[config.mk]
export PLATFORM = sky130hd
export DESIGN_NAME = pipe_stage_reg
export DESIGN_NICKNAME = d
export VERILOG_FILES = /design/src/rtl/pipe_stage_reg.sv
export SDC_FILE = /design/constraint.sdc
export NUM_CORES = 1
export LEC_CHECK = 0
export CAP_MARGIN = 30
export CELL_PAD_IN_SITES_DETAIL_PLACEMENT = 0
export CELL_PAD_IN_SITES_GLOBAL_PLACEMENT = 2
export CORE_ASPECT_RATIO = 1.4
export CORE_MARGIN = 2
export CORE_UTILIZATION = 23
export DETAILED_ROUTE_END_ITERATION = 10
export GPL_ROUTABILITY_DRIVEN = 0
export PLACE_DENSITY_LB_ADDON = 0.1
export SLEW_MARGIN = 10
export SYNTH_ARGS = -nofsm -noshare
export SYNTH_HDL_FRONTEND = slang
export SYNTH_SLANG_ARGS = --single-unit
export TNS_END_PERCENT = 1
[constraint.sdc]
create_clock -name clk -period 4.2 [get_ports clk]
set_input_delay 1.05 -clock clk [delete_from_list [all_inputs] [get_ports clk]]
set_output_delay 1.05 -clock clk [all_outputs]
set_load 0.05 [all_outputs]
[src/rtl/pipe_stage_reg.sv]
// -----------------------------------------------------------------------------
// pipe_stage_reg
//
// Purpose:
//   One pipeline stage register carrying a control payload and a datapath
//   payload between two valid/ready handshakes. With SKID_EN=1 a second
//   (skid) entry absorbs the one extra beat that upstream may send while the
//   head is stalled. Because of the skid entry, in_ready can be a plain
//   register output and the long out_ready -> in_ready combinational path is
//   broken. With SKID_EN=0 the stage holds a single entry and in_ready is
//   combinational. A flush kills every held entry. Saturating counters
//   record stall cycles and flushes that actually killed something.
//
// Parameters:
//   DATA_W   width of the datapath payload (operands, PC, immediate)
//   CTRL_W   width of the control payload (write enables, ALU ctrl, selects)
//   SKID_EN  1 = two-entry stage with skid buffer, 0 = single-entry stage
//
// Ports:
//   clk        in   sole clock, rising edge
//   rst        in   synchronous active-high reset, beats flush and transfers
//   flush      in   kill all held entries and any same-cycle upstream entry
//   in_valid   in   upstream offers an entry
//   in_ready   out  stage accepts the offered entry this cycle
//   in_ctrl    in   control payload of the offered entry
//   in_data    in   datapath payload of the offered entry
//   out_valid  out  out_ctrl/out_data hold a live entry
//   out_ready  in   downstream accepts the head entry (low = stall)
//   out_ctrl   out  control payload of the head entry, zero when not valid
//   out_data   out  datapath payload of the head entry
//   occupancy  out  number of live entries (0..2)
//   stall_cnt  out  saturating count of stall cycles
//   flush_cnt  out  saturating count of flushes that killed an entry
// -----------------------------------------------------------------------------
module pipe_stage_reg #(
    parameter int DATA_W  = 32,
    parameter int CTRL_W  = 16,
    parameter int SKID_EN = 1
) (
    input  logic              clk,
    input  logic              rst,
    input  logic              flush,
    input  logic              in_valid,
    output logic              in_ready,
    input  logic [CTRL_W-1:0] in_ctrl,
    input  logic [DATA_W-1:0] in_data,
    output logic              out_valid,
    input  logic              out_ready,
    output logic [CTRL_W-1:0] out_ctrl,
    output logic [DATA_W-1:0] out_data,
    output logic [1:0]        occupancy,
    output logic [15:0]       stall_cnt,
    output logic [15:0]       flush_cnt
);

    localparam bit          HAS_SKID = (SKID_EN != 0);
    localparam logic [15:0] CNT_MAX  = 16'hFFFF;

    // Head entry (what downstream sees) and skid entry (second in line)
    logic              r_headValid;
    logic [CTRL_W-1:0] r_headCtrl;
    logic [DATA_W-1:0] r_headData;
    logic              r_skidValid;
    logic [CTRL_W-1:0] r_skidCtrl;
    logic [DATA_W-1:0] r_skidData;
    logic              r_inReady;
    logic [15:0]       r_stallCnt;
    logic [15:0]       r_flushCnt;

    logic              w_upXfer;
    logic              w_stall;
    logic              w_flushHit;
    logic              w_headValidNext;
    logic [CTRL_W-1:0] w_headCtrlNext;
    logic [DATA_W-1:0] w_headDataNext;
    logic              w_skidValidNext;
    logic [CTRL_W-1:0] w_skidCtrlNext;
    logic [DATA_W-1:0] w_skidDataNext;

    // With a skid entry, in_ready is just "skid slot free", taken straight
    // from a register so out_ready never reaches upstream in the same cycle.
    // Without one, the single slot is free when empty or being drained.
    assign in_ready = HAS_SKID ? r_inReady : (!r_headValid || out_ready);

    assign w_upXfer   = in_valid && in_ready;
    assign w_stall    = r_headValid && !out_ready && !flush;
    assign w_flushHit = flush && (r_headValid || r_skidValid);

    assign out_valid = r_headValid;
    assign out_ctrl  = r_headCtrl;
    assign out_data  = r_headData;
    assign occupancy = {1'b0, r_headValid} + {1'b0, r_skidValid};
    assign stall_cnt = r_stallCnt;
    assign flush_cnt = r_flushCnt;

    // Next-state for the two entries. Payloads are zeroed whenever an entry
    // goes empty so a dead head never presents write enables downstream.
    // The skid entry can only be valid while the head is valid, so an empty
    // head simply takes the upstream entry directly.
    always_comb begin
        w_headValidNext = r_headValid;
        w_headCtrlNext  = r_headCtrl;
        w_headDataNext  = r_headData;
        w_skidValidNext = r_skidValid;
        w_skidCtrlNext  = r_skidCtrl;
        w_skidDataNext  = r_skidData;

        if (flush) begin
            w_headValidNext = 1'b0;
            w_headCtrlNext  = '0;
            w_headDataNext  = '0;
            w_skidValidNext = 1'b0;
            w_skidCtrlNext  = '0;
            w_skidDataNext  = '0;
        end else if (!r_headValid) begin
            if (w_upXfer) begin
                w_headValidNext = 1'b1;
                w_headCtrlNext  = in_ctrl;
                w_headDataNext  = in_data;
            end
        end else if (out_ready) begin
            if (r_skidValid) begin
                // Head drains; the older skid entry moves up to keep order.
                w_headCtrlNext = r_skidCtrl;
                w_headDataNext = r_skidData;
                if (w_upXfer) begin
                    w_skidCtrlNext = in_ctrl;
                    w_skidDataNext = in_data;
                end else begin
                    w_skidValidNext = 1'b0;
                    w_skidCtrlNext  = '0;
                    w_skidDataNext  = '0;
                end
            end else if (w_upXfer) begin
                w_headCtrlNext = in_ctrl;
                w_headDataNext = in_data;
            end else begin
                w_headValidNext = 1'b0;
                w_headCtrlNext  = '0;
                w_headDataNext  = '0;
            end
        end else if (w_upXfer && HAS_SKID) begin
            // Head is stalled; park the arriving entry behind it.
            w_skidValidNext = 1'b1;
            w_skidCtrlNext  = in_ctrl;
            w_skidDataNext  = in_data;
        end
    end

    // State registers, including the registered in_ready and the two
    // saturating counters. Reset wins over flush and every transfer.
    always_ff @(posedge clk) begin
        if (rst) begin
            r_headValid <= 1'b0;
            r_headCtrl  <= '0;
            r_headData  <= '0;
            r_skidValid <= 1'b0;
            r_skidCtrl  <= '0;
            r_skidData  <= '0;
            r_inReady   <= 1'b1;
            r_stallCnt  <= '0;
            r_flushCnt  <= '0;
        end else begin
            r_headValid <= w_headValidNext;
            r_headCtrl  <= w_headCtrlNext;
            r_headData  <= w_headDataNext;
            r_skidValid <= w_skidValidNext;
            r_skidCtrl  <= w_skidCtrlNext;
            r_skidData  <= w_skidDataNext;
            r_inReady   <= !w_skidValidNext;
            if (w_stall && (r_stallCnt != CNT_MAX)) begin
                r_stallCnt <= r_stallCnt + 16'd1;
            end
            if (w_flushHit && (r_flushCnt != CNT_MAX)) begin
                r_flushCnt <= r_flushCnt + 16'd1;
            end
        end
    end

endmodule

==> flow_summary.ini, run 1 <==
[status]
status = complete, no violations

[logic_synthesis]
synthesis.area_um2 = 5670
synth_seq_area_share_pct = 46.2
avgSynthCellArea_um2 = 8.69
synth-seq-cells = 131
ys.flop_type = dfxtp_1
synth_warnings = 0
synthArstFlopShare_pct = 0
syn_nets = 710
yosysUniqueCellTypes = 42
synth_top_area_share_pct = 46.2
synth_area_leader_cell = dfxtp_1
synth_cells = 653
synth_edf_count = 0
ys_top_cells_by_area = dfxtp_1 (46%), mux2_2 (9.7%), a21oi_1 (6.6%)

[sta]
maxSlewViolCount = 0
max_freq_ghz = 0.303
hold_violations = 0
rsz0062_at_grt = no
worst_pin_slew_ns = 0.825
relSlewSlack_pct = 44.5
setup-tns-final_ns = 0
hold_ws_ns = 0.448
setup_viol = 0
min_period_ns = 3.30
period_share_pct = 78.5
skew_ns = 0.00771

[min_path]
hold_class = reg -> reg
worstHoldStart = r_skidData[10]$_SDFFE_PP0P_
hold_depth = 2
worst_hold_path.endpoint = r_skidData[10]$_SDFFE_PP0P_

[pwr]
swShare_pct = 24.4
ir_drop_v = 0.000266
power.switching_uw = 737
internal-power_uw = 2290
total_power_uw = 3020
clockPowerShare_pct = 48.1
power_leakage_uw = 0.00260
combPwrFrac_pct = 9.8
p_per_area_nw_per_um2 = 380
seq_power_share_pct = 42.2

[cts]
ctsHtreeMaxLevel = 4
postCtsResizedCells = 0
postCtsSetupRepairBufs = 0
cts_tree = yes
worstSkewPairLatency_ns = 0.42
cts_hold_buf = 0
max-clock-path-buffers = 2
clkTransAtPathRegs_ns = 0.05
clkSinkCount = 131
cts_buffers = 17
clockRootBuffer = clkbuf_16

[setup_path]
path_delay_family = buffers and inverters
rrSetupSlack_ns = 1.61
crit_cells = 3
arrival_ns = 2.25
cp_max_fo = 12
reg2reg_from = out_valid$_SDFF_PP0_
r2r_end = flush_cnt[15]$_SDFFE_PP0P_
cp-start-kind = flop
critPathSlowestCell = clkdlybuf4s50_1
slowest_delay_ns = 0.80
crit_type = reg -> out
reg2reg_depth = 6
crit_chain = inv_1 > ha_1 > clkdlybuf4s50_1
crit_required_ns = 3.15
crit_buf_inv = 2
setup.worst_path.end_class = output pin

[grt]
grt_pass1_wl_um = 29000
grt_use_total_pct = 14.6
grt_max_degree = 58
overflow = 0
grt_pass1_vias = 5288
antenna_found_initial = 0

[detailed_routing]
dr_total_vias = 5310
ant_nets = 0
drtPass1Iterations = 4
drc = 0
routed_via_density = 4.83
drt_wl_total_um = 18500
drt_iter0_drc = 206
post_drt_wl_per_cell_um = 16.8

[final_layout]
drive_gt1_share_pct = 12.7
fillerInstances = 2536
antenna_cells = 0
area_growth_pct = 40.1
nets = 829
regArea_um2 = 2620
multi_input_comb_area_um2 = 2880

[floorplan]
fp.dieArea_um2 = 26000
io_pins = 137
core-area_um2 = 24400
start_util_pct = 23.2
row_count = 68
die_w_um = 137
die_h_um = 190

[placed_design]
io_buffers = 136
place_hpwl_um = 11700

[run]
drv_cap = 0
[synthesized netlist by cell type, types with 2 or more instances]
library cell	n
buf_1	6
mux2_2	49
ha_1	4
a21oi_1	75
a22oi_1	47
o21ai_0	15
nor2_1	56
and3_1	3
buf_2	4
nor2b_1	5
or2_2	5
and4_1	2
nor4_1	7
clkbuf_1	40
nor3_1	7
o31ai_1	12
and2_1	3
or3b_1	2
nand3_1	57
inv_1	4
dfxtp_1	131
or3_1	11
nand2_1	65
or4_1	10
nor3b_1	2
o21a_1	2
nand4_1	12
nand3b_1	3
[final cells by class]
class | count | share of cell area, %
Clock buffer | 27 | 6.08
Inverter | 4 | 0.189
Timing Repair Buffer | 150 | 18.6
Clock inverter | 5 | 0.945
Sequential cell | 131 | 33.0
Tap cell | 315 | 4.96
Multi-Input combinational cell | 468 | 36.3
[layout by cell type, fill, tap and decap left out, drive strengths merged, types with 2 or more instances in the layout]
cell	synthesis	layout
nor4	7	7
a21oi	75	75
o21a	2	2
nand3	57	57
o21ai	15	15
or3b	2	2
a22oi	47	47
or3	11	11
and4	2	2
clkbuf	40	29
nand4	12	12
o31ai	12	12
inv	4	4
and3	3	3
clkdlybuf4s50	0	136
or4	10	10
nor2	56	56
and2	3	3
nand2	65	65
buf	10	12
mux2	49	49
bufinv	0	2
clkinv	0	3
ha	4	4
nor3	7	7
nor2b	5	5
nand3b	3	3
or2	5	5
dfxtp	131	131
nor3b	2	2
[cell families (layout without fill, tap and decap cells)]
kind of cell / count (synthesis) / count (layout) / share of synthesized area, %
AOI/OAI and AO/OA: 160 / 160 / 17.4
muxes: 50 / 50 / 9.90
buffers and inverters: 54 / 186 / 3.66
adders and majority gates: 4 / 4 / 0.882
DFF: 131 / 131 / 46.2
and+or+nand+nor: 254 / 254 / 21.9
[worst register-to-register path: stages, from the launching register on]
cell and delay (ns):
dfxtp_1 0.58, inv_1 0.12, ha_1 0.27, and4b_1 0.31, or3b_1 0.49, nor4_1 0.34
mux2_2 0.37
[power by group through the flow]
stage	Sequential [uW]	Combinational, uW	Clock, uW
floorplan	1350	109	0
global placement	1300	300	0
detailed placement	1300	299	0
CTS	1270	301	1510
global route	1280	317	1550
finish	1270	295	1450
[state kept, by name, summed over array words and instances (netlist names)]
name / count
in_ready: 1
r_skidValid: 1
out_data: 32
out_valid: 1
flush_cnt: 16
stall_cnt: 16
r_skidData: 32
r_skidCtrl: 16
out_ctrl: 16
[routing by layer]
layer  vias up  track usage, %  routed length (um)
li1       2620               -                   -
met1      2561            16.0                7770
met2       112            26.3                9530
met3        17            4.26                 924
met4         0            5.17                 276
met5         -               0                   0
[worst max-delay path by stage]
stage | start | to | slack, ns
2_1_floorplan | out_valid$_SDFF_PP0_ | flush_cnt[15]$_SDFFE_PP0P_ | 1.58
3_3_place_gp | flush | flush_cnt[15]$_SDFFE_PP0P_ | 0.90
3_5_place_dp | flush | flush_cnt[15]$_SDFFE_PP0P_ | 0.87
4_1_cts | out_valid$_SDFF_PP0_ | occupancy[0] | 0.87
5_1_grt | out_valid$_SDFF_PP0_ | occupancy[0] | 0.75
6_report | out_valid$_SDFF_PP0_ | occupancy[0] | 0.90
[stage by stage]
stage               utilization, %  std cells  cell area (um^2)  worst slack, ns
global placement              30.2       1066              7380            0.899
finish                        32.5       1100              7950            0.904
CTS                           32.5       1098              7940            0.874
floorplan                        -        653              5670             1.58
detailed placement            30.2       1066              7380            0.870
global route                  32.5       1100              7950            0.750
(Power assumes the default switching activity.)
==> inputs of run 2 (changes only) <==
==> constraint.sdc (replaced) <==
create_clock -name clk -period 3.25 [get_ports clk]
set_input_delay 0.8125 -clock clk [delete_from_list [all_inputs] [get_ports clk]]
set_output_delay 0.8125 -clock clk [all_outputs]
set_load 0.05 [all_outputs]
==> run 2 against run 1 <==
Compared with the run above: die area did not move; sequential power up 29%; first-iteration DRC count up 22%; non-clock buffer count grew 4; clock skew about the same; critical path type unchanged.
==> flow_summary.ini, run 2 (synthesized netlist as in run 1, its figures left out) <==
[setup_path]
reg2reg_depth = 6
critPathSlowestCell = clkdlybuf4s50_1
setup.worst_path.end_class = output pin
cp-start-kind = flop
cp_max_fo = 7
crit_chain = inv_1 > ha_1 > clkdlybuf4s50_1
r2r_end = flush_cnt[15]$_SDFFE_PP0P_
rrSetupSlack_ns = 0.83
crit_type = reg -> out
crit_required_ns = 2.44
reg2reg_from = r_skidValid$_SDFF_PP0_
slowest_delay_ns = 0.80
arrival_ns = 2.09

[sta]
max_freq_ghz = 0.345
setup_viol = 0
period_share_pct = 89.2
min_period_ns = 2.90
hold_violations = 0
maxSlewViolCount = 0
setup-tns-final_ns = 0
worst_pin_slew_ns = 0.878
relSlewSlack_pct = 41.0
rsz0062_at_grt = no
hold_ws_ns = 0.449
skew_ns = 0.00726

[floorplan]
die_w_um = 137
row_count = 68
start_util_pct = 23.2
die_h_um = 190
fp.dieArea_um2 = 26000
core-area_um2 = 24400
io_pins = 137

[final_layout]
layout_common_cells = clkdlybuf4s50_1 (136), dfxtp_1 (131), a21oi_1 (74)
antenna_cells = 0
drive_gt1_share_pct = 13.9
final_common_cell = clkdlybuf4s50_1
final_cell_area_um2 = 8120
area_growth_pct = 43.2
postLayoutCoreUtil_pct = 33.3
nets = 833

[cts]
cts_tree = yes
clkTransAtPathRegs_ns = 0.06
clkSinkCount = 131
postCtsResizedCells = 0
cts_buffers = 17
postCtsSetupRepairBufs = 0
clockRootBuffer = clkbuf_16
max-clock-path-buffers = 2
ctsHtreeMaxLevel = 4
worstSkewPairLatency_ns = 0.42
cts_hold_buf = 0

[grt]
grt_max_degree = 49
use_met2_pct = 26.3
gr-usage-met3_pct = 4.37
grt.busiest_layer = met2
grt_pass1_wl_um = 29400
overflow = 0
grt_pass1_vias = 5388
grt_use_total_pct = 14.6
antenna_found_initial = 0
met1_usage_pct = 16.3

[detailed_routing]
post_drt_wl_per_cell_um = 16.8
drtPass1Iterations = 4
dr_total_vias = 5386
drt_wl_total_um = 18500
drt_iter0_drc = 252
routed_via_density = 4.88
ant_nets = 0
drc = 0

[min_path]
hold_depth = 2
hold_class = reg -> reg
worst_hold_path.endpoint = r_skidData[1]$_SDFFE_PP0P_
worstHoldStart = r_skidData[1]$_SDFFE_PP0P_

[placed_design]
placed_area_um2 = 7480
place_hpwl_um = 12000
io_buffers = 136

[pwr]
total_power_uw = 4140
ir_drop_v = 0.000338
p_per_area_nw_per_um2 = 509
power_leakage_uw = 0.00268

[status]
status = complete, no violations

[run]
drv_cap = 0
==> run 2: changes by cell type in the layout (fill, tap and decap cells not counted), sizes merged <==
cell,before,now
clkinvlp,0,2
clkbuf,29,23
bufinv,2,4
buf,12,18
==> run 2: cell type report <==
type / instances / area, um^2
fill: 2525 / 16300
multi-input combinational: 468 / 2880
sequential: 131 / 2620
clock buffer: 23 / 488
tap: 315 / 394
clock inverter: 9 / 150
inverter: 4 / 15.0
timing repair buffer: 154 / 1570
==> run 2: worst max path at each step <==
stage	startpoint	slack [ns]	to
after detailed placement	flush	0.38	stall_cnt[10]$_SDFFE_PP0P_
after global routing	r_skidValid$_SDFF_PP0_	0.25	occupancy[0]
after CTS	r_skidValid$_SDFF_PP0_	0.31	occupancy[0]
after global placement	flush	0.42	stall_cnt[10]$_SDFFE_PP0P_
final	r_skidValid$_SDFF_PP0_	0.35	occupancy[0]
after floorplan	out_valid$_SDFF_PP0_	0.63	flush_cnt[15]$_SDFFE_PP0P_
==> run 2: worst max-delay path, delay by kind of cell (launching register included) <==
kind	cells	cell delay (ns)
DFF	1	0.48
adders and majority gates	1	0.30
buffers and inverters	2	0.90
==> run 2: per-layer routing <==
layer	share of wire (%)	up-vias
met1	41	2621
met3	5.0	18
met5	0	-
li1	-	2623
met4	1.4	0
met2	52	124
==> run 2: metrics by stage <==
step | instances | worst slack, ns
finish | 1104 | 0.351
global route | 1104 | 0.247
CTS | 1104 | 0.314
detailed placement | 1072 | 0.384
global placement | 1072 | 0.422
floorplan | 653 | 0.631
==> run 2: report_power, final <==
| group | leakage, uW | switching [uW] | internal (uW) |
|---|---|---|---|
| clock | 0.000309 | 732 | 1360 |
| combinational | 0.00131 | 231 | 165 |
| sequential | 0.00106 | 14.6 | 1630 |
